File: config.mk
export PLATFORM = sky130hd
export DESIGN_NAME = wb_arbiter_2m
export DESIGN_NICKNAME = d
export VERILOG_FILES = /design/src/rtl/wb_arbiter_2m.sv
export SDC_FILE = /design/constraint.sdc
export NUM_CORES = 1
export LEC_CHECK = 0
export ABC_AREA = 1
export CELL_PAD_IN_SITES_DETAIL_PLACEMENT = 1
export CELL_PAD_IN_SITES_GLOBAL_PLACEMENT = 1
export CORE_UTILIZATION = 14
export DETAILED_ROUTE_END_ITERATION = 7
export GPL_ROUTABILITY_DRIVEN = 0
export GPL_TIMING_DRIVEN = 0
export PLACE_DENSITY = 0.88
export REMOVE_ABC_BUFFERS = 1
export SKIP_LAST_GASP = 1
export SYNTH_ARGS = -nofsm -noshare
export SYNTH_HDL_FRONTEND = slang
export SYNTH_SLANG_ARGS = --single-unit
File: constraint.sdc
create_clock -name wb_clk_i -period 6.3 [get_ports wb_clk_i]
set_input_delay 1.89 -clock wb_clk_i [delete_from_list [all_inputs] [get_ports wb_clk_i]]
set_output_delay 1.89 -clock wb_clk_i [all_outputs]
set_load 0.005 [all_outputs]
File: src/rtl/wb_arbiter_2m.sv
// Two-master round-robin Wishbone arbiter with bus locking for the whole cyc,
// plus a per-transfer watchdog that acks hung strobes with TO_DATA.
module wb_arbiter_2m #(
  parameter int              AW      = 32,
  parameter int              DW      = 32,
  parameter int              TIMEOUT = 255,
  parameter logic [DW-1:0]   TO_DATA = DW'(32'hDEAD_BEEF)
) (
  input  logic              wb_clk_i,
  input  logic              wb_rst_i,

  input  logic              m0_cyc_i,
  input  logic              m0_stb_i,
  input  logic              m0_we_i,
  input  logic [DW/8-1:0]   m0_sel_i,
  input  logic [AW-1:0]     m0_adr_i,
  input  logic [DW-1:0]     m0_dat_i,
  output logic              m0_ack_o,
  output logic [DW-1:0]     m0_dat_o,

  input  logic              m1_cyc_i,
  input  logic              m1_stb_i,
  input  logic              m1_we_i,
  input  logic [DW/8-1:0]   m1_sel_i,
  input  logic [AW-1:0]     m1_adr_i,
  input  logic [DW-1:0]     m1_dat_i,
  output logic              m1_ack_o,
  output logic [DW-1:0]     m1_dat_o,

  output logic              s_cyc_o,
  output logic              s_stb_o,
  output logic              s_we_o,
  output logic [DW/8-1:0]   s_sel_o,
  output logic [AW-1:0]     s_adr_o,
  output logic [DW-1:0]     s_dat_o,
  input  logic              s_ack_i,
  input  logic [DW-1:0]     s_dat_i,

  output logic [1:0]        grant_o,
  output logic              timeout_o
);

  localparam int            CW     = $clog2(TIMEOUT + 1);
  localparam logic [CW-1:0] TO_MAX = CW'(TIMEOUT);

  // State encoding doubles as the one-hot grant vector.
  typedef enum logic [1:0] {
    IDLE = 2'b00,
    G0   = 2'b01,
    G1   = 2'b10
  } state_t;

  state_t          state;
  logic            last;
  logic [CW-1:0]   wd_cnt;

  logic            own_cyc;
  logic            own_stb;
  logic            own_we;
  logic [DW/8-1:0] own_sel;
  logic [AW-1:0]   own_adr;
  logic [DW-1:0]   own_dat;
  logic            fire;
  logic            resp_ack;
  logic [DW-1:0]   resp_dat;

  // NOTE: every always_comb output gets a default first so no path infers a latch.
  always_comb begin
    own_cyc = 1'b0;
    own_stb = 1'b0;
    own_we  = 1'b0;
    own_sel = '0;
    own_adr = '0;
    own_dat = '0;
    case (state)
      G0: begin
        own_cyc = m0_cyc_i;
        own_stb = m0_stb_i;
        own_we  = m0_we_i;
        own_sel = m0_sel_i;
        own_adr = m0_adr_i;
        own_dat = m0_dat_i;
      end
      G1: begin
        own_cyc = m1_cyc_i;
        own_stb = m1_stb_i;
        own_we  = m1_we_i;
        own_sel = m1_sel_i;
        own_adr = m1_adr_i;
        own_dat = m1_dat_i;
      end
      default: ;
    endcase
  end

  // The counter only reaches TO_MAX while the owner is stalled, so fire is a single cycle.
  assign fire     = own_cyc && own_stb && (wd_cnt == TO_MAX);

  assign s_cyc_o  = own_cyc && !fire;
  assign s_stb_o  = own_cyc && own_stb && !fire;
  assign s_we_o   = own_we;
  assign s_sel_o  = own_sel;
  assign s_adr_o  = own_adr;
  assign s_dat_o  = own_dat;

  // A timeout overrides a coincident slave ack.
  assign resp_ack = fire || s_ack_i;
  assign resp_dat = fire ? TO_DATA : s_dat_i;

  assign m0_ack_o  = (state == G0) && resp_ack;
  assign m1_ack_o  = (state == G1) && resp_ack;
  assign m0_dat_o  = (state == G0) ? resp_dat : '0;
  assign m1_dat_o  = (state == G1) ? resp_dat : '0;
  assign grant_o   = state;
  assign timeout_o = fire;

  // NOTE: sequential state uses non-blocking assignments so all registers update together.
  always_ff @(posedge wb_clk_i or posedge wb_rst_i) begin
    if (wb_rst_i) begin
      state  <= IDLE;
      last   <= 1'b1;
      wd_cnt <= '0;
    end else begin
      case (state)
        IDLE: begin
          if (m0_cyc_i && (!m1_cyc_i || last)) begin
            state <= G0;
            last  <= 1'b0;
          end else if (m1_cyc_i) begin
            state <= G1;
            last  <= 1'b1;
          end
        end
        G0:      if (!m0_cyc_i) state <= IDLE;
        G1:      if (!m1_cyc_i) state <= IDLE;
        default: state <= IDLE;
      endcase

      // s_stb_o is low in IDLE, on a dropped strobe and on the firing cycle.
      if (!s_stb_o || s_ack_i)
        wd_cnt <= '0;
      else
        wd_cnt <= wd_cnt + CW'(1);
    end
  end

endmodule

; Word-level counts from Yosys, hierarchy flattened
; Index checks and enable logic that the tools add are counted.
[classes]
add_sub_neg = 1
muxes = 17
eq_ne = 6
bitwise = 0
multipliers = 0
n_reduce_logical = 17
order_cmp = 0
shifts = 0
div_mod_pow = 0
[ops]
columns = cell, count
row1 = $pmux 32 s2, 2
row2 = $mux 32, 3
row3 = $add 8x1->8 const B, 1
row4 = $eq 8x8->1 const B, 1
row5 = $mux 2, 4
row6 = $mux 8, 1
row7 = $pmux 4 s2, 1
row8 = $logic_and 1x1->1, 7
row9 = $pmux 1 s2, 3
row10 = $pmux 2 s3, 1
row11 = $ne 2x2->1 const B, 2
row12 = $logic_not 1->1, 3
row13 = $logic_or 1x1->1, 3
row14 = $ne 3x3->1 const B, 1
row15 = $reduce_and 3->1, 1
row16 = $eq 2x1->1 const B, 1
row17 = $eq 2x2->1 const B, 1
row18 = $logic_not 2->1, 1
row19 = $mux 1, 2
row20 = $reduce_and 2->1, 1
row21 = $reduce_bool 2->1, 1
[totals]
ff_bits = 11
memories = 0
ram_bits = 0
out_inout_bits = 140
latch_bits = 0
rom_bits = 0

; Logic depth before layout (Yosys ltp)
[depth]
ltp_word = 9
ltp_mapped = 11

; Worst setup path after synthesis
; OpenSTA, ideal clock, no wires.
[synth_path]
kind = input port to output port
from = input port m1_cyc_i
to = output port m1_dat_o[16]
slack_ns = 1.759
required_time_ns = 4.410
path_stages = 8
n_path_buf = 2
arrival_time_ns = 2.651
path_cell_list = nand2_1 -> nand2_2 -> nand2_2 -> nor2_4 -> nand2_2 -> buf_6 -> buf_6 -> a21oi_2
[synth_between]
elab_chain_len = 5
[synth_lines]
columns = element, line
row1 = start: declaration, 21  ; input logic m1_cyc_i,
row2 = $pmux 1 s2, 75  ; case (state)
row3 = $logic_and 1x1->1 (2 in series), 97  ; assign fire = own_cyc && own_stb && (wd_cnt == TO_MAX);
row4 = $mux 32, 108  ; assign resp_dat = fire ? TO_DATA : s_dat_i;
row5 = $mux 32, 113  ; assign m1_dat_o = (state == G1) ? resp_dat : '0;
row6 = end: declaration, 28  ; output logic [DW-1:0] m1_dat_o,
; No other way between the ends.

; Final worst setup path
[layout_path]
from = input port m0_cyc_i
to = output port m1_dat_o[1]
[layout_between]
elab_chain_len = 5
[layout_lines]
columns = element, line
row1 = start: declaration, 12  ; input logic m0_cyc_i,
row2 = $pmux 1 s2, 75
row3 = $logic_and 1x1->1 (2 in series), 97
row4 = $mux 32, 108
row5 = $mux 32, 113
; No other way between the ends.

==> metrics.txt <==
# TYPE chip_impl_metric gauge
chip_impl_metric{name="synth-seq-cells",unit=""} 11
chip_impl_metric{name="rel_slew_slack",unit="%"} 21.9
chip_impl_info{name="timing.rr.start",value="grant_o[1]"} 1
chip_impl_metric{name="cp.arrival",unit="ns"} 4.05
chip_impl_metric{name="worst_ir_drop_vdd",unit="mV"} 0.261
chip_impl_info{name="cp-end-kind",value="output pin"} 1
chip_impl_info{name="timing.critical_path.max_delay_family",value="buffers and inverters"} 1
chip_impl_metric{name="grt-ovfl-total",unit=""} 0
chip_impl_metric{name="post-route-cell-area",unit="um2"} 5520
chip_impl_metric{name="die_y",unit="um"} 126
chip_impl_metric{name="yosys.area.top_type_share",unit="%"} 28.0
chip_impl_metric{name="final_layout_size_suffix_gt1_share",unit="%"} 3.23
chip_impl_metric{name="grt_pass1_wl",unit="um"} 21700
chip_impl_metric{name="dpl.hpwl",unit="um"} 11700
chip_impl_metric{name="layout.filler_cells",unit=""} 1866
chip_impl_metric{name="timing.fmax",unit="GHz"} 0.168
chip_impl_metric{name="wire_per_inst",unit="um"} 16.2
chip_impl_metric{name="post_drt_via_cell_ratio",unit=""} 4.34
chip_impl_metric{name="synth_cell_types",unit=""} 22
chip_impl_metric{name="cellLeakagePower",unit="nW"} 2.08
chip_impl_metric{name="max-clock-path-buffers",unit=""} 2
chip_impl_info{name="crit_chain",value="clkdlybuf4s50_1, nand2_1, nand2_2, nand2_2, nor2_4, nand2_4, a21oi_1, clkdlybuf4s50_1"} 1
chip_impl_metric{name="worst_clock_skew",unit="ns"} 0.00271
chip_impl_metric{name="io_pins",unit=""} 317
chip_impl_info{name="top_layer_used",value="met4"} 1
chip_impl_info{name="reg2reg_to",value="wd_cnt[6]"} 1
chip_impl_metric{name="post-cts-setup-buffer-count",unit=""} 0
chip_impl_metric{name="htreeDepth",unit=""} 1
chip_impl_info{name="clock_tree_root_buffer_cell",value="clkbuf_16"} 1
chip_impl_metric{name="insertedDiodeCount",unit=""} 0
chip_impl_metric{name="fin_cells",unit=""} 897
chip_impl_metric{name="route.antenna.remaining_nets",unit=""} 0
chip_impl_metric{name="finish.net_count",unit=""} 895
chip_impl_metric{name="max-cap-violations",unit=""} 0
chip_impl_metric{name="grt_util_all_layers",unit="%"} 17.2
chip_impl_metric{name="synth_sequential_area_ratio",unit="%"} 12.9
chip_impl_metric{name="worst_setup_hold_path_clk_slew",unit="ns"} 0.04
chip_impl_metric{name="num_vias",unit=""} 3891
chip_impl_metric{name="crit_buf_inv",unit=""} 2
chip_impl_info{name="status",value="completed"} 1
chip_impl_metric{name="clk_latency",unit="ns"} 0.24
chip_impl_info{name="min_path_type",value="reg -> reg"} 1
chip_impl_metric{name="mappedNetlistArea",unit="um2"} 2140
chip_impl_metric{name="antenna_found_initial",unit=""} 0
chip_impl_metric{name="maxSlewViolCount",unit=""} 0
chip_impl_metric{name="detail_route.wirelength",unit="um"} 14500
chip_impl_metric{name="starting_density_of_the_core",unit="%"} 14.5
chip_impl_metric{name="wl_met1",unit="um"} 5820
chip_impl_metric{name="die_w",unit="um"} 126
chip_impl_metric{name="gate_count_post_synth",unit=""} 426
chip_impl_metric{name="power_per_cell_area",unit="nW/um2"} 290
chip_impl_info{name="crit_path_start_kind",value="primary input"} 1
chip_impl_metric{name="regToRegSetupSlack",unit="ns"} 4.09
chip_impl_metric{name="timing.critical_path.fanout_max",unit=""} 59
chip_impl_metric{name="dpl_cell_area",unit="um2"} 5440
chip_impl_info{name="clock_tree_from_tritoncts",value="built"} 1
chip_impl_metric{name="r2r.worst_path.cells",unit=""} 8
chip_impl_info{name="crit_path_start",value="m0_cyc_i"} 1
chip_impl_metric{name="met3WireLength",unit="um"} 1490
chip_impl_metric{name="number_of_sinks_on_the_clock_net",unit=""} 11
chip_impl_info{name="grt_setup_unrepaired",value="no"} 1
chip_impl_metric{name="synth_warnings",unit=""} 0
chip_impl_metric{name="timing.critical_path.depth",unit=""} 8
chip_impl_metric{name="area_delta_synth_final",unit="%"} 158
chip_impl_metric{name="vias_in_the_first_global_route",unit=""} 3978
chip_impl_metric{name="timing.final.crit_period",unit="ns"} 5.94
chip_impl_info{name="library_cell_occupying_the_most_area_in_the_post_synthesis_netlist",value="nand2_1"} 1
chip_impl_info{name="timing_worst_setup_path_type",value="in -> out"} 1
chip_impl_metric{name="cpPeakStageDelay",unit="ns"} 0.58
chip_impl_metric{name="fp.dieArea",unit="um2"} 15800
chip_impl_metric{name="crit_required",unit="ns"} 4.41
chip_impl_metric{name="drt_first_iter_violations",unit=""} 97
chip_impl_metric{name="hold_viol_final",unit=""} 0
chip_impl_metric{name="placementRows",unit=""} 44
chip_impl_metric{name="power",unit="mW"} 1.60
chip_impl_metric{name="finalSetupViolCount",unit=""} 0
chip_impl_metric{name="wl_met2",unit="um"} 6950
chip_impl_metric{name="synth_area_per_cell",unit="um2"} 5.03
chip_impl_metric{name="core_area",unit="um2"} 14800
chip_impl_metric{name="worstMarginPinSlew",unit="ns"} 1.17
chip_impl_metric{name="cts_inserted_buffers",unit=""} 3
chip_impl_metric{name="timing.final.crit_share",unit="%"} 94.3
chip_impl_metric{name="cts-hold-fix-buffers",unit=""} 0
chip_impl_metric{name="drt_pre_antenna_iters",unit=""} 6
chip_impl_metric{name="placed_cells_incl_taps",unit=""} 893
chip_impl_metric{name="pin_count_of_the_biggest_net_entering_global_routing",unit=""} 73
chip_impl_metric{name="port_buffers",unit=""} 316
chip_impl_info{name="synth.area.top_cells",value="nand2_1 28%, a21oi_1 26%, dfrtp_1 12%"} 1
chip_impl_info{name="crit_end",value="m1_dat_o[1]"} 1
chip_impl_metric{name="drc",unit=""} 0
chip_impl_info{name="crit_path_top_delay_cell",value="clkdlybuf4s50_1"} 1
## repair_timing
item                       in CTS  in global routing
gates resized for setup         1                  0
hold endpoints to repair        0                  0
setup endpoints to repair       2                  0
## per-stage QoR
stage	utilization (%)	setup TNS (ns)	setup slack, ns	hold slack (ns)
after detailed placement	36.9	-0.0707	-0.0393	0.459
after global routing	37.4	0	0.180	0.494
after global placement	36.4	-33.03	-0.607	0.449
after floorplan	-	0	1.34	0.433
final	37.4	0	0.358	0.459
after CTS	37.4	0	0.345	0.464
## cell type report
cell class	count	area, um2	area share [%]
Sequential cell	11	277	5.01
Clock buffer	4	78.8	1.43
Inverter	44	166	3.01
Tap cell	184	230	4.17
Timing Repair Buffer	318	3210	58.1
Multi-Input combinational cell	336	1560	28.3
## cells in the mapped netlist (all sizes together)
cell      n
nand2   163
a21oi   120
inv      43
nor2     33
clkbuf   21
buf      14
dfrtp    10
nand3     6
ha        4
o21ai     3
xnor2     3
xor2      2
a31oi     1
clkinv    1
dfstp     1
nand4     1
## cells by family after synthesis
logic type | count (synthesis) | share of synthesized area [%]
AO/OA/AOI/OAI | 124 | 30.7
adder cells (fa/ha/maj) | 4 | 2.33
buffers and inverters | 79 | 15.3
XOR/XNOR | 5 | 2.04
AND/OR/NAND/NOR | 203 | 36.7
flip-flops | 11 | 12.9
## power breakdown
| part | internal [mW] | total, mW | switching (mW) |
|---|---|---|---|
| Combinational | 0.698 | 1.39 | 0.694 |
| Sequential | 0.0828 | 0.0910 | 0.00819 |
| Clock | 0.0852 | 0.119 | 0.0333 |
| Total | 0.866 | 1.60 | 0.735 |
## how the worst min path moves through the flow
stage,endpoint,startpoint,cells after the start,slack (ns)
2_1_floorplan,wd_cnt[0],wd_cnt[0],1,0.43
3_3_place_gp,wd_cnt[0],wd_cnt[0],1,0.45
3_5_place_dp,wd_cnt[0],wd_cnt[0],1,0.46
4_1_cts,wd_cnt[0],wd_cnt[0],1,0.46
5_1_grt,wd_cnt[0],wd_cnt[0],1,0.49
6_report,wd_cnt[0],wd_cnt[0],1,0.46
## sequential cells by signal (all words and copies together) (netlist names)
register,flops
wd_cnt,8
grant_o,2
last,1
## cells in the final DEF (no fill, tap or decap), drive strengths merged
cell type	count
nand2	163
a21oi	120
buf	2
clkinv	1
clkbuf	4
xnor2	3
dfrtp	10
inv	43
ha	4
xor2	2
nand4	1
nand3	6
clkdlybuf4s50	316
o21ai	3
dfstp	1
a31oi	1
nor2	33
## layer usage
layer | track usage, % | vias up
met3 | 5.99 | 19
met1 | 19.6 | 1758
met5 | 0 | -
met2 | 31.1 | 201
met4 | 3.33 | 0
li1 | - | 1913
Note: power is estimated with default switching activity, not from simulation.
